`src/rtl/hazard_scoreboard_pkg.sv`:
```
`default_nettype none
// ============================================================================
// Module   : hazard_scoreboard_pkg
// Purpose  : Shared uop definitions for the issue scoreboard: writer-class
//            encodings, register-file geometry and countdown width.
// Revision : 1.0 - initial release
// ============================================================================
package hazard_scoreboard_pkg;

  localparam int NUM_REGS = 32;
  localparam int REG_W    = 5;
  localparam int CNT_W    = 3;
  localparam int WCLS_W   = 2;

  // Writer class carried with each uop; code 3 is an alias for a memory writer.
  typedef enum logic [WCLS_W-1:0] {
    WCLS_NONE    = 2'd0,
    WCLS_MUL     = 2'd1,
    WCLS_MEM     = 2'd2,
    WCLS_MEM_ALT = 2'd3
  } wcls_e;

  // Countdown value loaded for a destination written by the given class.
  // ALU writers load zero, which retires any older pending long-latency write.
  function automatic logic [CNT_W-1:0] wcls_latency(input wcls_e cls,
                                                    input int    lat_mul,
                                                    input int    lat_mem);
    logic [CNT_W-1:0] lat;
    case (cls)
      WCLS_NONE: lat = '0;
      WCLS_MUL:  lat = CNT_W'(lat_mul);
      default:   lat = CNT_W'(lat_mem);
    endcase
    return lat;
  endfunction

endpackage
`default_nettype wire

```
`src/rtl/hazard_scoreboard_counter_file.sv`:
```
`default_nettype none
// ============================================================================
// Module   : sb_counter_file
// Purpose  : Per-architectural-register countdown array. Register 0 is never
//            tracked and always reads as ready.
// Revision : 1.0 - initial release
// ============================================================================
module sb_counter_file
  import hazard_scoreboard_pkg::*;
(
  input  logic                              clk,
  input  logic                              rst,
  input  logic                              clear_i,
  input  logic                              hold_i,
  input  logic [NUM_REGS-1:1]               load_en_i,
  input  logic [NUM_REGS-1:1][CNT_W-1:0]    load_val_i,
  output logic [NUM_REGS-1:0][CNT_W-1:0]    cnt_o
);

  logic [NUM_REGS-1:1][CNT_W-1:0] cnt_q;
  logic [NUM_REGS-1:1][CNT_W-1:0] cnt_d;

  // Next countdown per register: clear beats load, load beats decrement.
  always_comb begin
    cnt_d = cnt_q;
    for (int r = 1; r < NUM_REGS; r++) begin
      if (clear_i) begin
        cnt_d[r] = '0;
      end else if (load_en_i[r]) begin
        cnt_d[r] = load_val_i[r];
      end else if (!hold_i && (cnt_q[r] != '0)) begin
        cnt_d[r] = cnt_q[r] - CNT_W'(1);
      end
    end
  end

  // Counter storage with synchronous reset.
  always_ff @(posedge clk) begin
    if (rst) begin
      cnt_q <= '0;
    end else begin
      cnt_q <= cnt_d;
    end
  end

  // Read port: r0 is tied to zero so lookups can index the full register space.
  assign cnt_o = {cnt_q, {CNT_W{1'b0}}};

endmodule
`default_nettype wire

```
`src/rtl/hazard_scoreboard.sv`:
```
`default_nettype none
// ============================================================================
// Module   : hazard_scoreboard
// Purpose  : In-order multi-lane issue scoreboard. Stalls the bundle on RAW
//            hazards against in-flight long-latency writers, trims the bundle
//            to a prefix on intra-bundle dependencies, and counts RAW stalls.
// Revision : 1.0 - initial release
// ============================================================================
module hazard_scoreboard
  import hazard_scoreboard_pkg::*;
#(
  parameter int ISSUE_W = 2,
  parameter int LAT_MUL = 1,
  parameter int LAT_MEM = 1
) (
  input  logic                     clk,
  input  logic                     rst,
  input  logic [ISSUE_W-1:0]       issue_en,
  input  logic [REG_W*ISSUE_W-1:0] issue_rj,
  input  logic [REG_W*ISSUE_W-1:0] issue_rk,
  input  logic [REG_W*ISSUE_W-1:0] issue_rd,
  input  logic [2*ISSUE_W-1:0]     issue_lat,
  input  logic                     freeze,
  input  logic                     flush,
  output logic [ISSUE_W-1:0]       issue_grant,
  output logic                     stall,
  output logic [31:0]              raw_stall_cnt
);

  logic [NUM_REGS-1:0][CNT_W-1:0] w_cnt;
  logic [NUM_REGS-1:1]            w_load_en;
  logic [NUM_REGS-1:1][CNT_W-1:0] w_load_val;

  logic [REG_W-1:0] w_rj  [ISSUE_W];
  logic [REG_W-1:0] w_rk  [ISSUE_W];
  logic [REG_W-1:0] w_rd  [ISSUE_W];
  wcls_e            w_cls [ISSUE_W];

  logic [ISSUE_W-1:0] w_blocked;
  logic [ISSUE_W-1:0] w_dep;
  logic [ISSUE_W-1:0] w_grant;
  logic [ISSUE_W-1:0] w_accept;
  logic               w_any_blocked;
  logic               w_stall;

  logic [31:0] raw_stall_cnt_q;
  logic [31:0] raw_stall_cnt_d;

  // Unpack the flat lane buses into per-lane fields.
  for (genvar gi = 0; gi < ISSUE_W; gi++) begin : g_lane
    assign w_rj[gi]  = issue_rj[REG_W*gi +: REG_W];
    assign w_rk[gi]  = issue_rk[REG_W*gi +: REG_W];
    assign w_rd[gi]  = issue_rd[REG_W*gi +: REG_W];
    assign w_cls[gi] = wcls_e'(issue_lat[2*gi +: 2]);
  end

  // A lane is blocked when either non-zero source still has a pending write.
  always_comb begin
    w_blocked = '0;
    for (int i = 0; i < ISSUE_W; i++) begin
      if (issue_en[i]) begin
        w_blocked[i] = ((w_rj[i] != '0) && (w_cnt[w_rj[i]] != '0)) ||
                       ((w_rk[i] != '0) && (w_cnt[w_rk[i]] != '0));
      end
    end
  end

  // Intra-bundle dependency: an older enabled long-latency writer feeds this
  // lane. Grant is cut at the first dependent lane so issue stays in order.
  always_comb begin
    w_dep   = '0;
    w_grant = '0;
    for (int i = 1; i < ISSUE_W; i++) begin
      for (int j = 0; j < i; j++) begin
        if (issue_en[j] && (w_cls[j] != WCLS_NONE) && (w_rd[j] != '0) &&
            ((w_rd[j] == w_rj[i]) || (w_rd[j] == w_rk[i]))) begin
          w_dep[i] = 1'b1;
        end
      end
    end
    w_grant[0] = 1'b1;
    for (int i = 1; i < ISSUE_W; i++) begin
      w_grant[i] = w_grant[i-1] & ~w_dep[i];
    end
  end

  assign w_any_blocked = |w_blocked;
  assign w_stall       = freeze | w_any_blocked;
  assign w_accept      = issue_en & w_grant & {ISSUE_W{~w_stall & ~flush}};

  // Destination updates from accepted lanes; later lanes overwrite earlier
  // ones so the youngest writer of a register decides its countdown.
  always_comb begin
    w_load_en  = '0;
    w_load_val = '0;
    for (int i = 0; i < ISSUE_W; i++) begin
      if (w_accept[i] && (w_rd[i] != '0)) begin
        w_load_en[w_rd[i]]  = 1'b1;
        w_load_val[w_rd[i]] = wcls_latency(w_cls[i], LAT_MUL, LAT_MEM);
      end
    end
  end

  sb_counter_file u_counter_file (
    .clk        (clk),
    .rst        (rst),
    .clear_i    (flush),
    .hold_i     (freeze),
    .load_en_i  (w_load_en),
    .load_val_i (w_load_val),
    .cnt_o      (w_cnt)
  );

  // RAW stall cycles are counted only when the backend is live and not flushing.
  always_comb begin
    raw_stall_cnt_d = raw_stall_cnt_q;
    if (!freeze && !flush && w_any_blocked) begin
      raw_stall_cnt_d = raw_stall_cnt_q + 32'd1;
    end
  end

  // Stall counter register with synchronous reset.
  always_ff @(posedge clk) begin
    if (rst) begin
      raw_stall_cnt_q <= '0;
    end else begin
      raw_stall_cnt_q <= raw_stall_cnt_d;
    end
  end

  assign issue_grant   = w_grant;
  assign stall         = w_stall;
  assign raw_stall_cnt = raw_stall_cnt_q;

endmodule
`default_nettype wire
```
`config.mk`:
```
export PLATFORM = sky130hd
export DESIGN_NAME = hazard_scoreboard
export DESIGN_NICKNAME = d
export VERILOG_FILES = /design/src/rtl/hazard_scoreboard_pkg.sv /design/src/rtl/hazard_scoreboard_counter_file.sv /design/src/rtl/hazard_scoreboard.sv
export SDC_FILE = /design/constraint.sdc
export NUM_CORES = 1
export LEC_CHECK = 0
export ABC_AREA = 0
export ABC_CLOCK_PERIOD_IN_PS = 7210
export BUFFER_PORTS_ARGS = -buffer_cell sky130_fd_sc_hd__buf_2
export CORE_MARGIN = 10
export CORE_UTILIZATION = 62
export CTS_BUF_LIST = sky130_fd_sc_hd__clkbuf_4
export DETAILED_ROUTE_END_ITERATION = 8
export GPL_ROUTABILITY_DRIVEN = 0
export PLACE_DENSITY = 0.88
export SLEW_MARGIN = 5
export SYNTH_ARGS = -nofsm -noshare
export SYNTH_HDL_FRONTEND = slang
export SYNTH_SLANG_ARGS = --single-unit
```
`constraint.sdc`:
```
create_clock -name clk -period 7.21 [get_ports clk]
set_clock_uncertainty 0.05 [all_clocks]
set_input_delay 0.3605 -clock clk [delete_from_list [all_inputs] [get_ports clk]]
set_output_delay 0.3605 -clock clk [all_outputs]
set_load 0.005 [all_outputs]
```
## Word-level counts from Yosys, hierarchy flattened

Cells that the tools add are included.

- Reductions and logical operators: 126
- Equality and inequality tests: 2
- Bitwise logic cells: 9
- Muxes and demuxes: 90
- $add $sub $neg: 32
- Magnitude comparators: 8

Operators by type and width:

| operator | number |
|---|---|
| $mux 3 | 70 |
| $mux 93 | 2 |
| $reduce_bool 3->1 | 35 |
| $and 93x93->93 | 1 |
| $bwmux 93 | 1 |
| $sub 3x1->3 const B | 31 |
| $reduce_bool 2->1 | 32 |
| $mux 31 | 2 |
| $bmux 3 s5 | 4 |
| $logic_and 1x1->1 | 44 |
| $lt 5x6->1 const B | 6 |
| $add 32x1->32 const B | 1 |
| $or 31x31->31 | 1 |
| $demux 3 s5 | 2 |
| $reduce_bool 5->1 | 6 |
| $demux 1 s5 | 2 |
| $eq 5x5->1 | 2 |
| $ge 5x1->1 const B | 2 |
| $mux 1 | 7 |
| $and 2x2->2 | 2 |
| $logic_not 2->1 | 2 |
| $reduce_or 2->1 | 2 |
| $logic_or 1x1->1 | 3 |
| $not 1->1 | 3 |
| 3 further kinds | 4 |

- Register bits after elaboration: 125
- Logic and storage cells: 299
- Output and inout port bits: 35

## Longest topological paths before layout

- Depth in word-level cells: 18
- Gate-level depth with buffers: 14
- Mapped depth without buffers: 9

## Cells and area by module

From an unflattened synthesis, not the netlist that was laid out.

- Cell total of the unflattened synthesis: 1313
- Area, all modules: 9987.1 um2

By module, submodules not included:

| module | instances | area each (um2) | cells each | seq. area each (um2) |
|---|---|---|---|---|
| sb_counter_file | 1 | 5455.2 | 670 | 1861.8 |
| hazard_scoreboard | 1 | 4531.8 | 643 | 640.6 |

## Worst setup path after synthesis

OpenSTA, ideal clock, no wires.

- Path kind: input port to output port
- From: in issue_rk[5]
- To: out stall
- Path buffers: 2
- Stages: 9
- Data arrival time: 2629 ps
- Slack: 4170 ps
- Cells stage by stage: mux4_2 -> or3_1 -> a211oi_2 -> nor4_1 -> or2_1 -> o31a_1 -> buf_2 -> clkbuf_1 -> or3_1

- Word-level cells in the longest chain between the ends: 8
- Elaborated cells between the ends (all ways): 9
- Classes of those cells: 3 x mux; 1 x bitwise; 5 x reduce/logical

Ends and longest elaborated chain:

| item | RTL line | text |
|---|---|---|
| start: declaration | hazard_scoreboard.sv:20 | `input logic [REG_W*ISSUE_W-1:0] issue_rk,` |
| $bmux 3 s5 | hazard_scoreboard.sv:63 | `((w_rk[i] != '0) && (w_cnt[w_rk[i]] != '0));` |
| $mux 3 (implied by the code) | hazard_scoreboard.sv:63 |  |
| $reduce_bool 3->1 | hazard_scoreboard.sv:63 |  |
| $logic_and 1x1->1 * | hazard_scoreboard.sv:63 |  |
| $logic_or 1x1->1 * | hazard_scoreboard.sv:62 | `w_blocked[i] = ((w_rj[i] != '0) && (w_cnt[w_rj[i]] != '0)) \|\|` |
| $mux 1 * | hazard_scoreboard.sv:61 | `if (issue_en[i]) begin` |
| $reduce_or 2->1 * | hazard_scoreboard.sv:87 | `assign w_any_blocked = \|w_blocked;` |
| $or 1x1->1 * | hazard_scoreboard.sv:88 | `assign w_stall = freeze \| w_any_blocked;` |
| end: declaration | hazard_scoreboard.sv:26 | `output logic stall,` |

Mark *: on every way between the ends. The rest lies on a longest branch, timed or not. The select of a mux whose other input is x is not followed.

## Final worst setup path

- From: reg u_counter_file.cnt_q (netlist bit u_counter_file.cnt_o[84])
- To: out stall

- Word-level cells in the longest chain between the ends: 8
- Elaborated cells between the ends (all ways): 22
- Classes of those cells: 10 x mux; 1 x bitwise; 11 x reduce/logical

Ends and longest elaborated chain:

| item | RTL line | text |
|---|---|---|
| start: declaration | hazard_scoreboard_counter_file.sv:20 | `logic [NUM_REGS-1:1][CNT_W-1:0] cnt_q;` |
| start signal: assignment | hazard_scoreboard_counter_file.sv:42 | `cnt_q <= cnt_d;` |
| $bmux 3 s5 (on tied branches) | hazard_scoreboard.sv:62, hazard_scoreboard.sv:63 |  |
| $mux 3 (on tied branches) | hazard_scoreboard.sv:62, hazard_scoreboard.sv:63 |  |
| $reduce_bool 3->1 (on tied branches) | hazard_scoreboard.sv:62, hazard_scoreboard.sv:63 |  |
| $logic_and 1x1->1 (on tied branches) | hazard_scoreboard.sv:62, hazard_scoreboard.sv:63 |  |
| $logic_or 1x1->1 | hazard_scoreboard.sv:62 |  |
| $mux 1 | hazard_scoreboard.sv:61 |  |
| $reduce_or 2->1 * | hazard_scoreboard.sv:87 |  |
| $or 1x1->1 * | hazard_scoreboard.sv:88 |  |

Marked as above.

==> results_dict.tcl <==
set metrics [dict create \
    cts_inserted_buffers 17 \
    finalSetupViolCount 0 \
    powerDensity_nw_per_um2 132.9 \
    cp.arrival_ns 4.12 \
    antenna_found_initial 3 \
    hp-class "input port to flip-flop" \
    grtUsageTotal_pct 28.94 \
    die_w_microns 149.5 \
    r2r_cells 8 \
    vias 11300 \
    hold_viol_final 0 \
    dpl.hpwl_microns 24230 \
    fmax_mhz 220.7 \
    final_layout_size_suffix_gt1_share_pct 10.82 \
    postCtsResizedCells 0 \
    setup_ws_ns 2.679 \
    ys_warn_count 0 \
    cts_setup_buffers 0 \
    final_antenna_net_count 0 \
    crit_type "flip-flop to output port" \
    preCtsSetupSlack_ns 2.926 \
    fp.dieH_microns 149.5 \
    netlist_area_sq_um 10400 \
    drtIter0Drc 1788 \
    hold_start "issue_rd[9]" \
    rsz0062_at_grt "no" \
    clk_latency_ns 0.60 \
    boundaryPins 75 \
    period_share_pct 62.85 \
    final_cell_mix "125 x dfxtp_1, 112 x nor2_1, 111 x inv_1, 104 x nand2_1, 93 x nor3_1" \
    worstMarginPinSlew_ns 1.325 \
    status "finished, final reports clean" \
    cts_hold_buf 0 \
    slew_violations 0 \
    syn_inst 1396 \
    synth.distinct_cells 84 \
    tns_ns 0 \
    synth-edff-count 0 \
    die_area_sq_um 22360 \
    r2r-end "u_counter_file.cnt_o[78]$_SDFFE_PP0P_" \
    io_buffers 73 \
    nets 1504 \
    start_util_pct 62.94 \
    ir_drop_uv 94.17 \
    hold_ws_ns 0.1806 \
    cts_buffer_depth 2 \
    syn_nets 1499 \
    seq_area_frac_synth_pct 24.06 \
    grt_pass1_wl_microns 52960 \
    drv_cap 0 \
    place_inst 1602 \
    firstDrtPassIters 7 \
    critPathLaunchType "flip-flop" \
    r2r_slack_ns 2.82 \
    wire_per_inst_microns 20.34 \
    drc 0 \
    fin_cells 1636 \
    wl_microns 33270 \
    via_per_inst 6.905 \
    cts_tree "done" \
    required_ns 6.80 \
    total_power_uw 1458 \
    grt_max_degree 75 \
    htreeDepth 4 \
    power.leakage_uw 0.003672 \
    first_global_vias 10510 \
    min_period_ns 4.531 \
    row_count 47 \
    cts_root_buf "clkbuf_4" \
    syn-mean-instance-area_sq_um 7.451 \
    clkTransAtPathRegs_ns 0.13 \
    synth_area_leaders "dfxtp_1 24%, ha_1 7.6%, xnor2_1 4.5%" \
    syn_to_final_growth_pct 5.473 \
    final_common_cell "dfxtp_1" \
    synth_ff_type "dfxtp_1" \
    core_sq_um 16520 \
    grt-ovfl-total 0 \
    r2r-start "u_counter_file.cnt_o[15]$_SDFFE_PP0P_" \
    min_to "u_counter_file.cnt_o[18]$_SDFFE_PP0P_" \
    async_flop_share_pct 0 \
    cts.sinks 125 \
    end_kind "output port" \
    worst_slew_margin_rel_pct 11.34 \
    critical_path_peak_fanout 36 \
    hold_path_depth 4 \
    synth_top_area_share_pct 24.06 \
    yosysTopAreaCell "dfxtp_1" \
    synth_seq_cells 125 \
]
[state kept, by name (all words and copies together), names as in the netlist]
signal	flops
raw_stall_cnt	32
u_counter_file.cnt_o	93
[stage by stage]
| step | util, % | area, sq um |
|---|---|---|
| after floorplan | - | 10400 |
| after global placement | 64.62 | 10680 |
| after detailed placement | 64.62 | 10680 |
| after CTS | 66.36 | 10970 |
| after global routing | 66.39 | 10970 |
| final | 66.39 | 10970 |
[synthesized netlist by cell type, drive strengths merged, types with 8 or more instances]
library cell  number
dfxtp            125
inv              113
nor2             112
nand2            104
nor3              95
a21oi             79
nand3             64
ha                63
xnor2             54
clkbuf            51
o21ai             49
buf               44
nor4              44
a211oi            30
nor2b             27
or4               24
a2111oi           23
nand4             22
mux2i             19
o211ai            18
or3               18
o32ai             17
nand2b            15
xor2              14
or2               12
a21boi            10
a31oi             10
and2              10
o21a              10
o31ai             10
o41ai              9
a32oi              8
and3               8
[area by class of cell]
cell class	instances	area [sq um]
timing repair buffer	81	425.4
antenna	2	5.005
multi-input combinational	1063	7051
fill	1425	5554
sequential	125	2502
inverter	113	424.2
clock inverter	15	160.2
tap	220	275.3
clock buffer	17	127.6
[worst max-delay path by stage]
stage / startpoint / to / cells after the start
after detailed placement: issue_rk[5] / u_counter_file.cnt_o[86]$_SDFFE_PP0P_ / 11
final: u_counter_file.cnt_o[84]$_SDFFE_PP0P_ / stall / 9
after CTS: u_counter_file.cnt_o[90]$_SDFFE_PP0P_ / stall / 9
after global placement: issue_rk[5] / u_counter_file.cnt_o[86]$_SDFFE_PP0P_ / 11
after global routing: u_counter_file.cnt_o[90]$_SDFFE_PP0P_ / stall / 9
after floorplan: issue_rk[5] / stall / 9
[kinds of logic (layout without fill, tap and decap cells)]
group,Yosys count,in the layout,share of synthesized area [%]
multiplexers,28,28,3.236
AND/OR/NAND/NOR,570,570,28.12
buffers and inverters,208,226,8.264
flip-flops,125,125,24.06
adder cells (fa/ha/maj),63,63,7.579
other,1,3,0.03605
XOR/XNOR,68,68,5.726
AO/OA/AOI/OAI,333,333,22.98
[report_power, final]
part	internal [uW]	switching, uW
logic	60.5	182
clock network	211	310
registers	692	1.68
[layer usage]
layer	routed length [microns]	vias to the layer above	share of wire (%)	GRT usage, %
met5	0	-	0	0
met1	12300	5119	37	34.93
met2	14050	858	42	44.24
met3	4832	200	15	9.149
met4	2092	0	6.3	17.22
li1	-	5119	-	-
[critical path, cell delays in order (launching register included)]
cell      delay, ns
dfxtp_1        0.35
nor3_1         0.75
a22oi_1        0.23
a311oi_1       0.32
nor4_1         0.15
or2_1          0.44
o31a_1         0.46
buf_4          0.28
or3_1          0.40
buf_2          0.14
(Power assumes the default switching activity.)
